<file path="config.mk">
export PLATFORM = sky130hd
export DESIGN_NAME = dmem_arbiter
export DESIGN_NICKNAME = d
export VERILOG_FILES = /design/src/rtl/dmem_arbiter.sv
export SDC_FILE = /design/constraint.sdc
export NUM_CORES = 1
export LEC_CHECK = 0
export BUFFER_PORTS_ARGS = -buffer_cell sky130_fd_sc_hd__buf_2
export CORE_AREA = 2 2 122 124
export CTS_CLUSTER_SIZE = 14
export DETAILED_ROUTE_END_ITERATION = 16
export DIE_AREA = 0 0 124 126
export HOLD_SLACK_MARGIN = 0.12
export PLACE_DENSITY = 0.66
export SLEW_MARGIN = 10
export SYNTH_ARGS = -nofsm -noshare
export SYNTH_HDL_FRONTEND = slang
export SYNTH_SLANG_ARGS = --single-unit
</file>
<file path="constraint.sdc">
create_clock -name clk_i -period 2 [get_ports clk_i]
set_input_delay 0.4 -clock clk_i [delete_from_list [all_inputs] [get_ports clk_i]]
set_output_delay 0.4 -clock clk_i [all_outputs]
set_load 0.1 [all_outputs]
</file>
<file path="src/rtl/dmem_arbiter.sv">
// Round-robin arbiter sharing the single data-memory port between the core (port 0)
// and the host/debug loader (port 1), with a per-transaction watchdog abort.
module dmem_arbiter #(
  parameter int unsigned ADDR_WIDTH = 32,
  parameter int unsigned DATA_WIDTH = 32,
  parameter int unsigned TIMEOUT    = 16
) (
  input  logic                    clk_i,
  input  logic                    rst_i,
  input  logic [ADDR_WIDTH-1:0]   m0_addr_i,
  input  logic                    m0_rden_i,
  input  logic                    m0_wren_i,
  input  logic [DATA_WIDTH/8-1:0] m0_wmask_i,
  input  logic [DATA_WIDTH-1:0]   m0_wdata_i,
  output logic                    m0_hit_o,
  output logic                    m0_err_o,
  output logic [DATA_WIDTH-1:0]   m0_rdata_o,
  input  logic [ADDR_WIDTH-1:0]   m1_addr_i,
  input  logic                    m1_rden_i,
  input  logic                    m1_wren_i,
  input  logic [DATA_WIDTH/8-1:0] m1_wmask_i,
  input  logic [DATA_WIDTH-1:0]   m1_wdata_i,
  output logic                    m1_hit_o,
  output logic                    m1_err_o,
  output logic [DATA_WIDTH-1:0]   m1_rdata_o,
  output logic [ADDR_WIDTH-1:0]   d_m_addr_o,
  output logic                    d_m_rden_o,
  output logic                    d_m_wren_o,
  output logic [DATA_WIDTH/8-1:0] d_m_wmask_o,
  output logic [DATA_WIDTH-1:0]   d_m_wdata_o,
  input  logic                    d_m_hit_i,
  input  logic [DATA_WIDTH-1:0]   d_m_rdata_i,
  output logic                    busy_o
);

  localparam int unsigned MASK_W = DATA_WIDTH / 8;
  localparam int unsigned CNT_W  = $clog2(TIMEOUT + 1);

  typedef enum logic [1:0] {
    ST_IDLE  = 2'd0,
    ST_BUSY0 = 2'd1,
    ST_BUSY1 = 2'd2
  } state_e;

  state_e              state_q, state_d;
  logic                last_q, last_d;
  logic [CNT_W-1:0]    cnt_q, cnt_d;
  logic [ADDR_WIDTH-1:0] addr_q, addr_d;
  logic                rden_q, rden_d;
  logic                wren_q, wren_d;
  logic [MASK_W-1:0]   wmask_q, wmask_d;
  logic [DATA_WIDTH-1:0] wdata_q, wdata_d;

  logic req0, req1, grant0, grant1, expire;

  assign req0   = m0_rden_i | m0_wren_i;
  assign req1   = m1_rden_i | m1_wren_i;
  // On a tie the port that did not own the previous transaction wins.
  assign grant0 = req0 & (~req1 | last_q);
  assign grant1 = req1 & ~grant0;
  assign expire = (cnt_q == CNT_W'(TIMEOUT - 1));

  assign m0_rdata_o  = d_m_rdata_i;
  assign m1_rdata_o  = d_m_rdata_i;
  assign d_m_addr_o  = addr_q;
  assign d_m_rden_o  = rden_q;
  assign d_m_wren_o  = wren_q;
  assign d_m_wmask_o = wmask_q;
  assign d_m_wdata_o = wdata_q;
  assign busy_o      = (state_q != ST_IDLE);

  always_comb begin
    state_d  = state_q;
    last_d   = last_q;
    cnt_d    = cnt_q;
    addr_d   = addr_q;
    rden_d   = rden_q;
    wren_d   = wren_q;
    wmask_d  = wmask_q;
    wdata_d  = wdata_q;
    m0_hit_o = 1'b0;
    m1_hit_o = 1'b0;
    m0_err_o = 1'b0;
    m1_err_o = 1'b0;
    case (state_q)
      ST_IDLE: begin
        // A simultaneous read+write request is issued as a write.
        if (grant0) begin
          state_d = ST_BUSY0;
          cnt_d   = '0;
          addr_d  = m0_addr_i;
          rden_d  = m0_rden_i & ~m0_wren_i;
          wren_d  = m0_wren_i;
          wmask_d = m0_wmask_i;
          wdata_d = m0_wdata_i;
        end else if (grant1) begin
          state_d = ST_BUSY1;
          cnt_d   = '0;
          addr_d  = m1_addr_i;
          rden_d  = m1_rden_i & ~m1_wren_i;
          wren_d  = m1_wren_i;
          wmask_d = m1_wmask_i;
          wdata_d = m1_wdata_i;
        end
      end
      ST_BUSY0, ST_BUSY1: begin
        // A hit arriving on the expiry cycle still completes normally.
        if (d_m_hit_i || expire) begin
          state_d = ST_IDLE;
          last_d  = (state_q == ST_BUSY1);
          cnt_d   = '0;
          addr_d  = '0;
          rden_d  = 1'b0;
          wren_d  = 1'b0;
          wmask_d = '0;
          wdata_d = '0;
          if (state_q == ST_BUSY0) begin
            m0_hit_o = d_m_hit_i;
            m0_err_o = ~d_m_hit_i;
          end else begin
            m1_hit_o = d_m_hit_i;
            m1_err_o = ~d_m_hit_i;
          end
        end else begin
          cnt_d = cnt_q + CNT_W'(1);
        end
      end
      default: state_d = ST_IDLE;
    endcase
  end

  always_ff @(posedge clk_i) begin
    if (rst_i) begin
      state_q <= ST_IDLE;
      last_q  <= 1'b1;
      cnt_q   <= '0;
      addr_q  <= '0;
      rden_q  <= 1'b0;
      wren_q  <= 1'b0;
      wmask_q <= '0;
      wdata_q <= '0;
    end else begin
      state_q <= state_d;
      last_q  <= last_d;
      cnt_q   <= cnt_d;
      addr_q  <= addr_d;
      rden_q  <= rden_d;
      wren_q  <= wren_d;
      wmask_q <= wmask_d;
      wdata_q <= wdata_d;
    end
  end

endmodule

</file>
==> results.md <==
* Global-route layer with the greatest usage: met2
* Number of buffers inserted by port buffering at 217
* Total detailed-routing wirelength at between 10 and 15 mm
* Total power divided by cell area at around 1500 mW/mm²
* Static power due to leakage at approximately 2.4 nW
* Synthesized Nets at around 550
* Sink Count at 78
* Die height at between 100 and 150 µm
* Via Count at about 3300
* Number of antenna violations at the first check in global routing at 0
* Seq/Total Area, Yosys at 0.3902
* Relative slew slack at 0.6616
* Inst Count DP at slightly below 700
* Sequential cell area at 0.001569 mm²
* Setup Total Neg Slack at 0 ns
* Initial Utilization at 0.2795
* Met2 capacity usage during global routing at 0.2204
* Drt wl/cell at around 14 µm
* Reg-to-Reg End: d_m_wdata_o[14]
* Top fanout value on the critical path at 5
* Worst hold endpoint: d_m_addr_o[26]
* Maximum number of pins on one net before global-route repair at 39
* Worst ir drop on vdd at 0.8259 mV
* Final net count at roughly 710
* Leftover overflow at the end of global routing at 0
* Skew-Pair Late Insertion Delay at between 0.3 and 0.4 ns
* Core area at roughly 0.014 mm²
* Post-CTS Hold Fix Bufs at 0
* Drt first pass iters at 4
* Clock transition at the register clock pins on the worst setup and hold paths after CTS at approximately 0.06 ns
* Ratio of cells with drive above 1 in the final layout at 0.5415
* Area of the multi-input gates at 0.001848 mm²
* R2R setup slack at 0.12 ns
* Clock Tree Root: sky130_fd_sc_hd__clkbuf_16
* Critical path data arrival time at between 1.5 and 2 ns
* Asr flop ratio synth at 0
* Antenna diode count at 0
* Fraction of the cycle the final worst path needs at 0.9731
* Cell count of the worst hold path at 3
* Mapped Area at between 0.004 and 0.005 mm²
* Mapped Avg Cell Area at roughly 11 µm²
* Origin of the worst min-delay path: m0_addr_i[26]
* Final Slew Violations at 0
* Endpoint required time on the critical path at roughly 1.6 ns
* Warnings from Yosys at 0
* Number of top-level pins at between 300 and 400
* DRC violation total after the first TritonRoute iteration at about 140
* Minimum period implied by the final worst setup slack at around 1.9 ns
* Worst slew pin tran at 0.5076 ns
* Remaining antenna violation count at 0
* DPL Wire Length at about 7.6 mm
* CTS tree: built
* Clock tree skew after final layout at between 0.006 and 0.007 ns
* Reg2Reg Launch Point: state_q[0]
* Crit path capture type: output pin
* Post-synthesis cell count at 367
* Crit path kind: register to output pin
* Number of fill cells in the layout at between 1000 and 1500
* Total of max-cap violations at 0
* DRC errors left at 0
* Wire length of the first global-routing pass at around 16 mm
* Die area at approximately 0.016 mm²
* Max Fclk at around 510 MHz
* Unrepaired setup endpoints after global routing: yes
* Vias in the first global route at about 3400
* Worst R2R Path Depth at 7
* Flip-flop cell with the highest count after synthesis: sky130_fd_sc_hd__dfxtp_1
* All-layer global routing usage at 0.1328
* Routability congestion estimate at 0.7959
* Number of buffers on the longest clock path at 2
* Number of buffers created by CTS at 9
* Met3 global-route usage at 0.04665
* Setup-violating endpoint count in the final report at 0
* Number of core rows at 44
* Total number of H-tree levels at 3
* Count of state elements after synthesis at around 80
* Final hold viol count at 0
* Type of origin of the critical path: register
* Synth-to-Final Area Change at 33.18%
* Horizontal die dimension at between 100 and 150 µm
* Via count normalized by instance count at approximately 4.6
* Fin cells at about 710
* Number of flops mapped to enable cells by yosys at 0
* Run status: complete, no violations
* GRT met1 Usage at 0.1469
* Tightest hold margin at 0.3222 ns
* Class of the most critical hold timing path: primary input to register
* Number of different library cells in the post-synthesis netlist at 32
[synthesized netlist by cell type, drive strengths merged (2+ instances only)]
cell     number  area share
inv           4      0.0038
nor2          5      0.0066
or3           2      0.0031
buf          89        0.17
nand3         2      0.0025
a21oi         8       0.010
xnor2         2      0.0044
dfxtp        78        0.39
and2          2      0.0031
nor3          2      0.0025
o2bb2ai      70        0.17
nor2b         2      0.0031
ha            5       0.016
o21ai         6      0.0075
mux2i        69        0.17
or4           2      0.0038
and3          3      0.0047
nand2         4      0.0038
nand2b        4      0.0063
[how the worst max path moves through the flow]
stage / start / cells after the start / end
6_report: cnt_q[0] / 5 / m0_err_o
5_1_grt: cnt_q[0] / 5 / m0_err_o
4_1_cts: state_q[0] / 7 / m1_err_o
3_5_place_dp: state_q[1] / 7 / d_m_wdata_o[14]
3_3_place_gp: state_q[0] / 7 / d_m_addr_o[23]
2_1_floorplan: state_q[0] / 5 / m1_err_o
[power breakdown]
group	switching (mW)	total (mW)	internal [mW]	leakage (nW)
combinational	3.38	4.29	0.908	1.66
clock	0.667	1.64	0.968	0.135
sequential	0.206	2.13	1.92	0.645
total	4.25	8.05	3.80	2.43
[metrics by stage]
step | util | power, mW | setup slack (ns) | area [µm²]
floorplan | - | 6.213 | -0.1787 | 4008
CTS | 0.3705 | 8.120 | -0.03007 | 5303
detailed placement | 0.3430 | 6.384 | 0.05768 | 4910
global route | 0.3723 | 8.391 | -0.007502 | 5329
finish | 0.3723 | 8.052 | 0.05380 | 5329
global placement | 0.3430 | 6.337 | 0.1270 | 4910
[registers in the layout (all words and copies together), names as in the netlist]
signal and cells:
d_m_wdata_o 32, state_q 2, d_m_wmask_o 4, d_m_rden_o 1
cnt_q 5, d_m_addr_o 32, d_m_wren_o 1, last_q 1
[metal layers]
metal / up-vias / share of wire
li1: 1595 / -
met1: 1480 / 0.41
met2: 140 / 0.48
met3: 43 / 0.079
met4: 0 / 0.031
met5: - / 0
[cells in the final DEF, fill, tap and decap left out, types with 2 or more instances in the layout]
master	count
sky130_fd_sc_hd__a21oi_1	8
sky130_fd_sc_hd__nor2_4	2
sky130_fd_sc_hd__and3_4	2
sky130_fd_sc_hd__nand3_1	2
sky130_fd_sc_hd__dfxtp_2	3
sky130_fd_sc_hd__o2bb2ai_2	12
sky130_fd_sc_hd__dfxtp_1	74
sky130_fd_sc_hd__buf_4	14
sky130_fd_sc_hd__inv_1	2
sky130_fd_sc_hd__nor2_1	2
sky130_fd_sc_hd__xnor2_1	2
sky130_fd_sc_hd__ha_4	3
sky130_fd_sc_hd__clkinvlp_4	3
sky130_fd_sc_hd__clkbuf_16	9
sky130_fd_sc_hd__or4_1	2
sky130_fd_sc_hd__buf_2	213
sky130_fd_sc_hd__nand2_1	3
sky130_fd_sc_hd__nor3_1	2
sky130_fd_sc_hd__inv_2	2
sky130_fd_sc_hd__o21ai_0	6
sky130_fd_sc_hd__o2bb2ai_1	58
sky130_fd_sc_hd__inv_6	2
sky130_fd_sc_hd__and2_1	2
sky130_fd_sc_hd__mux2i_1	69
sky130_fd_sc_hd__buf_12	10
sky130_fd_sc_hd__nand2b_1	4
[kinds of logic (layout without fill, tap and decap cells)]
family | count (synthesis) | count (layout) | share of synthesized area
buffers and inverters | 93 | 256 | 0.1692
AO/OA/AOI/OAI | 89 | 89 | 0.2001
flip-flops | 78 | 78 | 0.3902
multiplexers | 69 | 69 | 0.1726
AND/OR/NAND/NOR | 31 | 31 | 0.04784
adder cells (fa/ha/maj) | 5 | 5 | 0.01563
XOR/XNOR | 2 | 2 | 0.004379
[what timing repair did]
item	in CTS	in global routing
cloned	0	0
pin swaps	3	3
gates resized for setup	12	8
setup buffers	7	1
setup endpoints to repair	2	11
[cell type report]
class,count,area share
clock inverter,6,0.01315
multi-input combinational,196,0.3468
inverter,4,0.002818
clock buffer,9,0.04226
tap,184,0.04320
sequential,78,0.2944
timing repair buffer,237,0.2573
[critical path, cell delays in order, from the launching register on]
cell and delay [ns]:
sky130_fd_sc_hd__dfxtp_4 0.36, sky130_fd_sc_hd__ha_4 0.16, sky130_fd_sc_hd__and3_4 0.18, sky130_fd_sc_hd__ha_4 0.17
sky130_fd_sc_hd__and3_4 0.19, sky130_fd_sc_hd__buf_12 0.16
No activity file was read; power rests on OpenSTA's default activity.
